File: src/rtl/moore_seq_detector.sv
// Parametrised Moore serial sequence detector: a KMP prefix automaton whose
// transition table is built at elaboration, plus a saturating match counter.
module moore_seq_detector #(
    parameter int                     PATTERN_LEN = 4,
    parameter logic [PATTERN_LEN-1:0] PATTERN     = 4'b1011,
    parameter bit                     OVERLAP     = 1'b1,
    parameter int                     COUNT_W     = 8,
    localparam int                    SW          = $clog2(PATTERN_LEN + 1)
) (
    input  logic               clock,
    input  logic               reset,
    input  logic               x_in,
    input  logic               x_valid,
    input  logic               clear,
    output logic               y_out,
    output logic [SW-1:0]      state_out,
    output logic [COUNT_W-1:0] match_count
);

    typedef logic [SW-1:0] state_t;

    localparam state_t S_FULL = state_t'(PATTERN_LEN);

    if (PATTERN_LEN < 2 || PATTERN_LEN > 16) begin : g_bad_len
        $error("moore_seq_detector: PATTERN_LEN must be in 2..16");
    end

    // Longest pattern prefix that is a suffix of prefix(k) followed by b.
    // PATTERN[PATTERN_LEN-1] is the first bit of the stream.
    function automatic int kmp_next(input int k, input bit b);
        int result;
        int base;
        bit ok;
        bit s_bit;
        result = 0;
        for (int j = 1; j <= PATTERN_LEN; j++) begin
            if (j <= k + 1) begin
                ok   = 1'b1;
                base = k + 1 - j;
                for (int i = 0; i < j; i++) begin
                    if (base + i >= k) begin
                        s_bit = b;
                    end else begin
                        s_bit = PATTERN[PATTERN_LEN-1-(base+i)];
                    end
                    if (s_bit != PATTERN[PATTERN_LEN-1-i]) begin
                        ok = 1'b0;
                    end
                end
                if (ok) begin
                    result = j;
                end
            end
        end
        return result;
    endfunction

    logic [PATTERN_LEN:0][SW-1:0] nxt0_tbl;
    logic [PATTERN_LEN:0][SW-1:0] nxt1_tbl;

    // Evaluating from the full-match state k=L yields the same result as
    // stepping from its longest proper border, which is the overlap rule.
    for (genvar k = 0; k <= PATTERN_LEN; k++) begin : g_tbl
        localparam int SRC = (k == PATTERN_LEN && !OVERLAP) ? 0 : k;
        localparam int N0  = kmp_next(SRC, 1'b0);
        localparam int N1  = kmp_next(SRC, 1'b1);
        assign nxt0_tbl[k] = state_t'(N0);
        assign nxt1_tbl[k] = state_t'(N1);
    end

    state_t             state_q, state_d;
    state_t             nxt;
    logic [COUNT_W-1:0] count_q, count_d;

    always_ff @(posedge clock or posedge reset) begin
        if (reset) begin
            state_q <= '0;
            count_q <= '0;
        end else begin
            state_q <= state_d;
            count_q <= count_d;
        end
    end

    always_comb begin
        state_d = state_q;
        count_d = count_q;
        nxt     = x_in ? nxt1_tbl[state_q] : nxt0_tbl[state_q];
        if (clear) begin
            state_d = '0;
            count_d = '0;
        end else if (x_valid) begin
            state_d = nxt;
            if (nxt == S_FULL && count_q != '1) begin
                count_d = count_q + COUNT_W'(1);
            end
        end
    end

    assign y_out       = (state_q == S_FULL);
    assign state_out   = state_q;
    assign match_count = count_q;

endmodule

File: config.mk
export PLATFORM = sky130hd
export DESIGN_NAME = moore_seq_detector
export DESIGN_NICKNAME = d
export VERILOG_FILES = /design/src/rtl/moore_seq_detector.sv
export SDC_FILE = /design/constraint.sdc
export NUM_CORES = 1
export LEC_CHECK = 0
export CORE_MARGIN = 1.5
export CORE_UTILIZATION = 49
export DETAILED_ROUTE_END_ITERATION = 8
export PLACE_DENSITY = 0.8
export SLEW_MARGIN = 40
export SYNTH_ARGS = -nofsm -noshare
export SYNTH_HDL_FRONTEND = slang
export SYNTH_SLANG_ARGS = --single-unit
File: constraint.sdc
create_clock -name clock -period 4.36 [get_ports clock]
set_clock_uncertainty 0.15 [all_clocks]
set_input_delay 0.654 -clock clock [delete_from_list [all_inputs] [get_ports clock]]
set_output_delay 0.654 -clock clock [all_outputs]
set_load 0.05 [all_outputs]
==> results by group, run 1 <==
Status
  – Outcome: finished clean

Placed design
  – # port buffers: 16
  – Cells after DPL: 92
  – DP HPWL: 1.05 mm
  – GPL Wtd Cong: 0.766

STA
  – Rel. slew slack: 67.0%
  – Worst slew pin tran: 0.494 ns
  – Period Utilization, post-route: 58.5%
  – Clock period minus final worst setup slack: 2.55 ns
  – Fin Setup TNS: 0 ns
  – Max Clock Freq: 0.392 GHz
  – Fin. Hold Viols: 0
  – Setup violators final: 0
  – Pins Over Slew Limit: 0
  – RSZ-0062 raised after global routing: no

Worst setup path
  – Critical Path Start Type: flip-flop
  – Crit Path Class: flip-flop to output pin
  – Worst EP arrival: 1.75 ns
  – Reg2reg end: match_count[1]
  – Crit path max fanout: 5
  – CP Capture Point: y_out
  – CP Capture Type: output pin
  – R2r startpoint: match_count[0]
  – Setup slack, reg-to-reg: 2.54 ns
  – Critical path launch point: state_out[0]
  – R2R cell count: 5
  – Critical path required time: 3.56 ns

Global routing
  – Via count of the first global-routing pass: 484
  – Initial antenna violation count: 0
  – First-pass GRT wire length: 2.13 mm
  – Total GRT Usage: 21.6%
  – Grt total ovfl: 0
  – Largest net degree at the start of global routing: 12

Logic synthesis
  – Post-synth cell types: 30
  – Syn Nets: 69
  – Top-area cell type share of the netlist area: 42.3%
  – Top cells by area, synth: dfrtp_1, a211oi_2, a21oi_1
  – Cell count after synthesis: 63
  – Syn. warnings: 0
  – #FFs+latches synth: 11
  – Syn avg cell area: 10.3 sq um
  – Synthesized cell area: 651 sq um
  – Leading area contributor after synthesis: dfrtp_1
  – Sequential area share after synthesis: 42.3%

CTS
  – Clock Sink Count: 11
  – CTS tree: built
  – Clock-pin slew on the worst setup and hold paths: 0.07 ns
  – Skew-Pair Late Insertion Delay: 0.27 ns
  – CTS max path bufs: 2
  – Total CTS buffers: 3
  – Post-CTS Hold Buffers: 0
  – H-tree levels: 1
  – CTS resizes: 0
  – CTS root buf: clkbuf_4
  – Post-CTS setup buffer count: 0

Route
  – Drt total wl: 1.42 mm
  – Avg WL per Cell: 14.8 microns
  – DRT iter0 DRCs: 17
  – Post-DRT Antenna Nets: 0
  – Vias: 561
  – Pre-antenna DRT Iters: 4
  – Post-route met1 wirelength: 626 microns
  – Wire length on met3: 88 microns
  – Top sig layer: met4
  – Detailed-route DRC error count: 0
  – Via/cell ratio: 5.84
  – WL met2: 681 microns

Floorplan
  – Total Die Area: 1560 sq um
  – Cell row count: 12
  – Die span in y: 39.4 microns
  – Core Region: 1170 sq um
  – Initial Util: 55.6%
  – Die Span X: 39.4 microns
  – Ports: 17

Finish
  – Most common cell after layout, fill and taps aside: clkdlybuf4s50_1
  – Non-filler cells, final: 96
  – Final nets: 89
  – Area grow syn2layout: 29.4%
  – Fillers: 99
  – Inserted Diodes: 0
  – Commonest non-fill, non-tap cells in the layout: clkdlybuf4s50_1, dfrtp_1, nor2_1
  – Share of cells above drive strength 1: 15.9%

Power
  – Pleak: 0.396 nW
  – Pwr dens: 226 nW/um^2
  – VDD IR max: 0.151 mV

Hold path
  – Worst Hold Class: flip-flop to flip-flop

Flow run
  – Max cap viols: 0
-- metal layers --
layer | track usage (%) | up-vias
li1 | - | 276
met1 | 25.2 | 258
met2 | 36.1 | 23
met3 | 5.11 | 4
met4 | 11.2 | 0
met5 | 0 | -
-- where the power goes --
part           total [mW]  internal (mW)  switching, mW
logic              0.0156        0.00591        0.00966
registers           0.104          0.103        0.00115
clock network      0.0705         0.0354         0.0351
total               0.190          0.144         0.0459
-- stage by stage --
| stage | hold slack, ns | utilization [%] | worst slack (ns) | power (mW) | area (sq um) |
|---|---|---|---|---|---|
| after floorplan | 0.356 | - | 1.68 | 0.115 | 651 |
| after global placement | 0.396 | 69.7 | 2.12 | 0.121 | 816 |
| after detailed placement | 0.406 | 69.7 | 2.10 | 0.122 | 816 |
| after CTS | 0.419 | 71.9 | 1.80 | 0.191 | 842 |
| after global routing | 0.433 | 71.9 | 1.74 | 0.198 | 842 |
| final | 0.428 | 71.9 | 1.81 | 0.190 | 842 |
-- logic make-up (layout without fill, tap and decap cells) --
kind of cell	count (synthesis)	count (layout)	share of synthesized area [%]
XOR/XNOR	1	1	1.35
flip-flops	11	11	42.3
AO/OA/AOI/OAI	14	14	16.2
multiplexers	1	1	1.54
adder cells (fa/ha/maj)	1	1	1.92
buffers and inverters	5	24	4.23
AND/OR/NAND/NOR	30	30	32.5
-- critical path, stage by stage (launching register included) --
cell and delay (ns):
dfrtp_1 0.44, nor3b_1 0.21, clkdlybuf4s50_1 0.82
-- synth_stat cells --
library cell    count
nand3b_4            1
nand2_1             5
dlymetal6s4s_1      1
a211oi_2            2
nand3_1             2
nor2_1              6
and4_1              1
and3_4              1
xnor2_1             1
and3b_1             1
o21ai_0             1
nor3_1              1
a41o_2              2
inv_1               4
ha_1                1
nor3b_4             1
nor3b_1             1
and4_2              1
o21bai_1            1
a31oi_1             2
and2_1              1
and3_1              1
a21oi_1             5
or3_1               1
a21o_1              1
nor3_4              1
mux2i_1             1
and3b_2             1
dfrtp_1            11
nand4_1             4
-- layout make-up --
cell class                 instances  area, sq um  share of cell area (%)
tap                               14         17.5                    2.08
inverter                           4         15.0                    1.78
clock buffer                       4         26.3                    3.12
multi-input combinational         47          348                    41.3
timing repair buffer              16          160                    19.0
sequential                        11          275                    32.7
-- flip-flops by register name, summed over array words and instances (netlist names) --
register / cells
state_out: 3
match_count: 8
-- how the worst min path moves through the flow --
stage	startpoint	to	slack, ns	cells after the start
2_1_floorplan	reset	match_count[0]	0.36	1
3_3_place_gp	match_count[6]	match_count[6]	0.40	1
3_5_place_dp	match_count[6]	match_count[6]	0.41	1
4_1_cts	match_count[6]	match_count[6]	0.42	1
5_1_grt	match_count[6]	match_count[6]	0.43	1
6_report	match_count[6]	match_count[6]	0.43	1
Note: power is estimated with default switching activity, not from simulation.
==> run 2, diff against run 1 <==
- CORE_UTILIZATION: 49 -> 41
- PLACE_DENSITY: 0.8 -> 0.72
- clock period: 4.36 -> 2.3 ns (I/O delays scaled with it)
==> run 2 against run 1 <==
  * Cell count rose by 2.1%
  * Sequential power is 89% higher
  * Via count down 1.6%
  * Combinational power rose by 90%
  * Worst setup slack worse by 1.7 ns
  * Critical endpoint unchanged
  * Highest routed layer unchanged
==> results by group, run 2 (synthesis results as in run 1) <==
Status
  – Outcome: finished clean

Floorplan
  – Cell row count: 14 (+2)
  – Total Die Area: 1830 sq um (+18%)
  – Core Region: 1490 sq um (+27%)
  – Ports: 17 (unchanged)
  – Initial Util: 43.7% (-12 points)
  – Die Span X: 42.8 microns (+8.6%)
  – Die span in y: 42.8 microns (+8.6%)

Finish
  – Fillers: 142 (+43%)
  – Most common cell after layout, fill and taps aside: clkdlybuf4s50_1
  – Max reg flops: 8 (unchanged)
  – Area grow syn2layout: 30.6%
  – Inserted Diodes: 0 (unchanged)
  – Non-filler cells, final: 98 (+2.1%)
  – Post-route cell area: 850 sq um (+0.89%)
  – Final nets: 89 (unchanged)
  – Commonest non-fill, non-tap cells in the layout: clkdlybuf4s50_1, dfrtp_1, nor2_1
  – Share of cells above drive strength 1: 17.1% (+1.2 points)
  – Fin util: 57.1% (-15 points)

Worst setup path
  – Max incr delay on CP: 0.81 ns (about the same)
  – CP Capture Type: output pin
  – CP Cell Sequence: nor3b_2 > clkdlybuf4s50_1
  – Crit Path Class: flip-flop to output pin
  – Crit-path slowest cell: clkdlybuf4s50_1
  – Worst EP arrival: 1.72 ns (-0.03 ns)
  – Critical Path Start Type: flip-flop
  – Critical path required time: 1.80 ns (-1.76 ns)
  – Crit path max fanout: 5 (unchanged)

Global routing
  – Total GRT Usage: 17.8% (-3.8 points)
  – Largest net degree at the start of global routing: 12 (unchanged)
  – Initial antenna violation count: 0 (unchanged)
  – First-pass GRT wire length: 2.39 mm (+12%)
  – Grt total ovfl: 0 (unchanged)
  – Via count of the first global-routing pass: 534 (+10%)

STA
  – Worst slew pin tran: 0.498 ns (+0.00362 ns)
  – Clock period minus final worst setup slack: 2.21 ns
  – Fin. Hold Viols: 0 (unchanged)
  – Hold Worst Slack: 0.215 ns (-0.213 ns)
  – Period Utilization, post-route: 96.3%
  – Post-route setup slack: 0.0854 ns (-1.73 ns)
  – Pins Over Slew Limit: 0 (unchanged)
  – Max Clock Freq: 0.452 GHz
  – Fin Setup TNS: 0 ns (unchanged)
  – RSZ-0062 raised after global routing: no
  – Setup violators final: 0 (unchanged)
  – Rel. slew slack: 66.7% (-0.24 points)

CTS
  – Clock-pin slew on the worst setup and hold paths: 0.07 ns (about the same)
  – CTS root buf: clkbuf_4
  – CTS tree: built
  – Skew-Pair Late Insertion Delay: 0.27 ns (about the same)
  – H-tree levels: 1 (unchanged)
  – Total CTS buffers: 3 (unchanged)
  – Clock Sink Count: 11 (unchanged)
  – CTS max path bufs: 2 (unchanged)
  – Post-CTS Hold Buffers: 0 (unchanged)
  – CTS resizes: 0 (unchanged)
  – Post-CTS setup buffer count: 0 (unchanged)

Route
  – Pre-antenna DRT Iters: 4 (unchanged)
  – Avg WL per Cell: 13.6 microns (-8.2%)
  – Via/cell ratio: 5.63 (-3.6%)
  – Post-DRT Antenna Nets: 0 (unchanged)
  – Vias: 552 (-1.6%)
  – DRT iter0 DRCs: 11 (-6)
  – Drt total wl: 1.33 mm (-6.3%)
  – Detailed-route DRC error count: 0 (unchanged)

Placed design
  – Pre-CTS setup slack: 0.352 ns (-1.75 ns)
  – Cells after DPL: 94 (+2.2%)
  – GPL Wtd Cong: 0.736 (-3.9%)
  – # port buffers: 16 (unchanged)
  – DP HPWL: 953 microns (-9.0%)
  – Area after DPL: 823 sq um (+0.92%)

Power
  – VDD IR max: 0.319 mV (+110%)
  – Pleak: 0.400 nW (+0.99%)
  – Pwr dens: 419 nW/um^2 (+86%)
  – Final Total Pwr: 0.356 mW (+88%)

Flow run
  – Max cap viols: 0 (unchanged)

Hold path
  – Worst Hold Class: input port to async pin
## run 2: cell count changes in the layout (fill, tap and decap cells not counted)
cell,delta
nor3b_2,+1
nor3b_1,-1
## run 2: final cells by class
cell class,instances,area [sq um],area share (%)
well taps,16,20.0,2.36
flip-flops and latches,11,275,32.4
repair buffers,16,160,18.9
clock buffers,4,26.3,3.09
multi-input cells,47,353,41.5
inverters,4,15.0,1.77
## run 2: power breakdown
part	internal, mW	switching, mW
clock	0.0671	0.0625
sequential	0.195	0.00248
combinational	0.0112	0.0184
total	0.273	0.0834
## run 2: path summary, 6_finish.rpt
path                                      from              to  slack [ns]  cells past startpoint
worst min-delay path                     reset    state_out[1]        0.21                      2
worst max register to register  match_count[0]  match_count[1]        0.52                      5
worst max-delay path              state_out[0]           y_out        0.09                      2
max in group asynchronous                reset  match_count[2]        1.49                      2
min in group clock              match_count[6]  match_count[6]        0.42                      1
worst min register to register  match_count[6]  match_count[6]        0.42                      1
## run 2: routing by layer
layer / GRT usage, % / vias up / share of wire (%)
met2: 26.7 / 13 / 46
met4: 7.50 / 0 / 1.3
li1: - / 273 / -
met1: 22.3 / 264 / 49
met5: 0 / - / 0
met3: 7.66 / 2 / 4.1
## run 2: worst max-delay path: cells and delay by family (launching register included)
kind / cells / cell delay [ns]
flops: 1 / 0.45
simple gates: 1 / 0.20
buf+inv: 1 / 0.81
==> run 3, diff against run 2 <==
- ABC_AREA: unset -> 1
- CORE_UTILIZATION: 41 -> 43
- HOLD_SLACK_MARGIN: unset -> 0.1
- PLACE_DENSITY: 0.72 -> 0.73
- SLEW_MARGIN: 40 -> unset
==> run 3 against run 2 <==
  * Register-to-register slack better by 0.27 ns
  * Routed wire length rose by 16%
  * Synthesized cell count grew 54%
  * Critical path depth stayed put
  * Combinational power is 59% higher
  * Final area increased by 9.9%
  * Count of clock-buffer cells in the layout shrank 1
  * Worst setup slack lost 0.0082 ns
  * Flip-flop and latch count did not move
  * Sequential power is essentially flat
  * Via count grew 25%
==> results by group, run 3 <==
Finish
  – Inserted Diodes: 0 (unchanged)
  – Final nets: 124 (+39%)
  – Fin util: 60.6% (+3.5 points)
  – Share of cells above drive strength 1: 16.2% (-0.83 points)
  – Area grow syn2layout: 29.5%
  – Max reg flops: 8 (unchanged)
  – Fillers: 131 (-7.7%)
  – Most common cell after layout, fill and taps aside: nand2_1
  – Commonest non-fill, non-tap cells in the layout: nand2_1, clkdlybuf4s50_1, nor2_1

Route
  – Avg WL per Cell: 11.6 microns (-15%)
  – Post-DRT Antenna Nets: 0 (unchanged)
  – DRT iter0 DRCs: 10 (-1)
  – Drt total wl: 1.54 mm (+16%)
  – Pre-antenna DRT Iters: 4 (unchanged)
  – Vias: 688 (+25%)
  – Via/cell ratio: 5.17 (-8.2%)
  – Detailed-route DRC error count: 0 (unchanged)

Global routing
  – Largest net degree at the start of global routing: 12 (unchanged)
  – Initial antenna violation count: 0 (unchanged)
  – Grt total ovfl: 0 (unchanged)
  – Total GRT Usage: 19.9% (+2.1 points)
  – Via count of the first global-routing pass: 672 (+26%)
  – First-pass GRT wire length: 2.73 mm (+14%)

Floorplan
  – Total Die Area: 1930 sq um (+5.2%)
  – Core Region: 1540 sq um (+3.5%)
  – Die Span X: 43.9 microns (+2.6%)
  – Initial Util: 46.8% (+3.1 points)
  – Cell row count: 14 (unchanged)
  – Die span in y: 43.9 microns (+2.6%)
  – Ports: 17 (unchanged)

Worst setup path
  – Critical path launch point: state_out[0]
  – R2R cell count: 8 (+3)
  – Reg2reg end: match_count[2]
  – Crit Path Class: flip-flop to output pin
  – CP Capture Type: output pin
  – R2r startpoint: match_count[0]
  – Crit path max fanout: 5 (unchanged)
  – Critical Path Start Type: flip-flop
  – Worst EP arrival: 1.73 ns (about the same)
  – Setup slack, reg-to-reg: 0.79 ns (+0.27 ns)
  – CP Cell Sequence: nor3_2 > clkdlybuf4s50_1
  – Max incr delay on CP: 0.81 ns (about the same)
  – Critical path required time: 1.80 ns (about the same)
  – Crit-path slowest cell: clkdlybuf4s50_1

Logic synthesis
  – Leading area contributor after synthesis: dfrtp_1
  – Commonest cells in the netlist: nand2_1, nor2_1, dfrtp_1, inv_1, nand3_1
  – Post-synth EDFFs: 0 (unchanged)
  – Synthesized cell area: 721 sq um (+11%)
  – Post-synth cell types: 21 (-30%)
  – Ys flop type: dfrtp_1
  – Sequential area share after synthesis: 38.2% (-4.1 points)
  – Top cells by area, synth: dfrtp_1, nand2_1, nor2_1
  – Syn Nets: 103 (+49%)
  – Syn. warnings: 0 (unchanged)
  – Async set or reset register ratio after synthesis: 100% (unchanged)
  – Syn avg cell area: 7.43 sq um (-28%)
  – #FFs+latches synth: 11 (unchanged)
  – Top-count cell post-synth: nand2_1
  – Top-area cell type share of the netlist area: 38.2% (-4.1 points)
  – Cell count after synthesis: 97 (+54%)

CTS
  – H-tree levels: 1 (unchanged)
  – Total CTS buffers: 3 (unchanged)
  – Clock Sink Count: 11 (unchanged)
  – CTS tree: built
  – CTS resizes: 0 (unchanged)
  – Post-CTS setup buffer count: 0 (unchanged)
  – Skew-Pair Late Insertion Delay: 0.28 ns (about the same)
  – CTS max path bufs: 2 (unchanged)
  – Clock-pin slew on the worst setup and hold paths: 0.08 ns (about the same)
  – Post-CTS Hold Buffers: 0 (unchanged)
  – CTS root buf: clkbuf_4

Hold path
  – Worst Hold Class: input port to async pin

STA
  – RSZ-0062 raised after global routing: no
  – Max Clock Freq: 0.450 GHz (-0.37%)
  – Worst slew pin tran: 0.503 ns (+0.00530 ns)
  – Pins Over Slew Limit: 0 (unchanged)
  – Period Utilization, post-route: 96.6% (+0.36 points)
  – Fin. Hold Viols: 0 (unchanged)
  – Fin Setup TNS: 0 ns (unchanged)
  – Rel. slew slack: 66.4% (-0.35 points)
  – Setup violators final: 0 (unchanged)
  – Clock period minus final worst setup slack: 2.22 ns (+0.00824 ns)

Power
  – Pwr dens: 412 nW/um^2 (-1.8%)
  – VDD IR max: 0.275 mV (-14%)
  – Pleak: 0.451 nW (+13%)

Status
  – Outcome: finished clean

Placed design
  – DP HPWL: 1.17 mm (+22%)
  – # port buffers: 16 (unchanged)
  – GPL Wtd Cong: 0.854 (+16%)

Flow run
  – Max cap viols: 0 (unchanged)
[run 3: changes by cell type in the layout (fill, tap and decap cells not counted), sizes merged, moves of 3 or more]
cell	before	now
a21oi	5	2
inv	4	14
nand2	5	30
nand3	2	10
nor2	6	17
[run 3: cells by family (layout without fill, tap and decap cells)]
logic type / after synthesis / count (layout) / share of synthesized area [%]
and+or+nand+nor: 64 / 64 / 46.7
adders and majority gates: 1 / 1 / 1.74
DFF: 11 / 11 / 38.2
AOI/OAI and AO/OA: 7 / 7 / 6.08
buffers and inverters: 14 / 34 / 7.29
[run 3: per-layer routing]
metal | vias up | wire length [microns] | GRT usage [%]
met4 | 0 | 38 | 12.7
met2 | 24 | 741 | 31.5
met5 | - | 0 | 0
met3 | 7 | 102 | 7.50
li1 | 354 | - | -
met1 | 303 | 658 | 22.5
[run 3: worst max-delay path by stage]
stage / end / depth (start not counted) / slack (ns)
2_1_floorplan: y_out / 2 / 0.40
3_3_place_gp: y_out / 2 / 0.38
3_5_place_dp: y_out / 2 / 0.37
4_1_cts: y_out / 2 / 0.06
5_1_grt: y_out / 2 / 0.02
6_report: y_out / 2 / 0.08
[run 3: power breakdown]
group / internal (mW) / total [mW] / switching [mW]
sequential: 0.196 / 0.200 / 0.00458
combinational: 0.0170 / 0.0472 / 0.0303
clock: 0.0646 / 0.137 / 0.0721
[run 3: layout make-up]
type | count | area, sq um | area share, %
Multi-Input combinational cell | 72 | 398 | 42.6
Sequential cell | 11 | 275 | 29.5
Timing Repair Buffer | 16 | 160 | 17.2
Inverter | 14 | 52.6 | 5.63
Clock buffer | 3 | 22.5 | 2.41
Tap cell | 16 | 20.0 | 2.14
Clock inverter | 1 | 5.00 | 0.536
[run 3: critical path: cells and delay by family (launching register included)]
kind	cells	cell delay (ns)
DFF	1	0.45
buffers and inverters	1	0.81
and+or+nand+nor	1	0.19
[run 3: through the flow]
| stage | total power, mW | area [sq um] | cells | hold slack, ns | setup WS [ns] |
|---|---|---|---|---|---|
| 2_1_floorplan | 0.232 | 726 | 97 | 0.0474 | 0.402 |
| 3_3_place_gp | 0.251 | 906 | 129 | 0.420 | 0.383 |
| 3_5_place_dp | 0.252 | 906 | 129 | 0.417 | 0.370 |
| 4_1_cts | 0.390 | 933 | 133 | 0.214 | 0.0578 |
| 5_1_grt | 0.400 | 933 | 133 | 0.270 | 0.0206 |
| 6_report | 0.384 | 933 | 133 | 0.206 | 0.0772 |
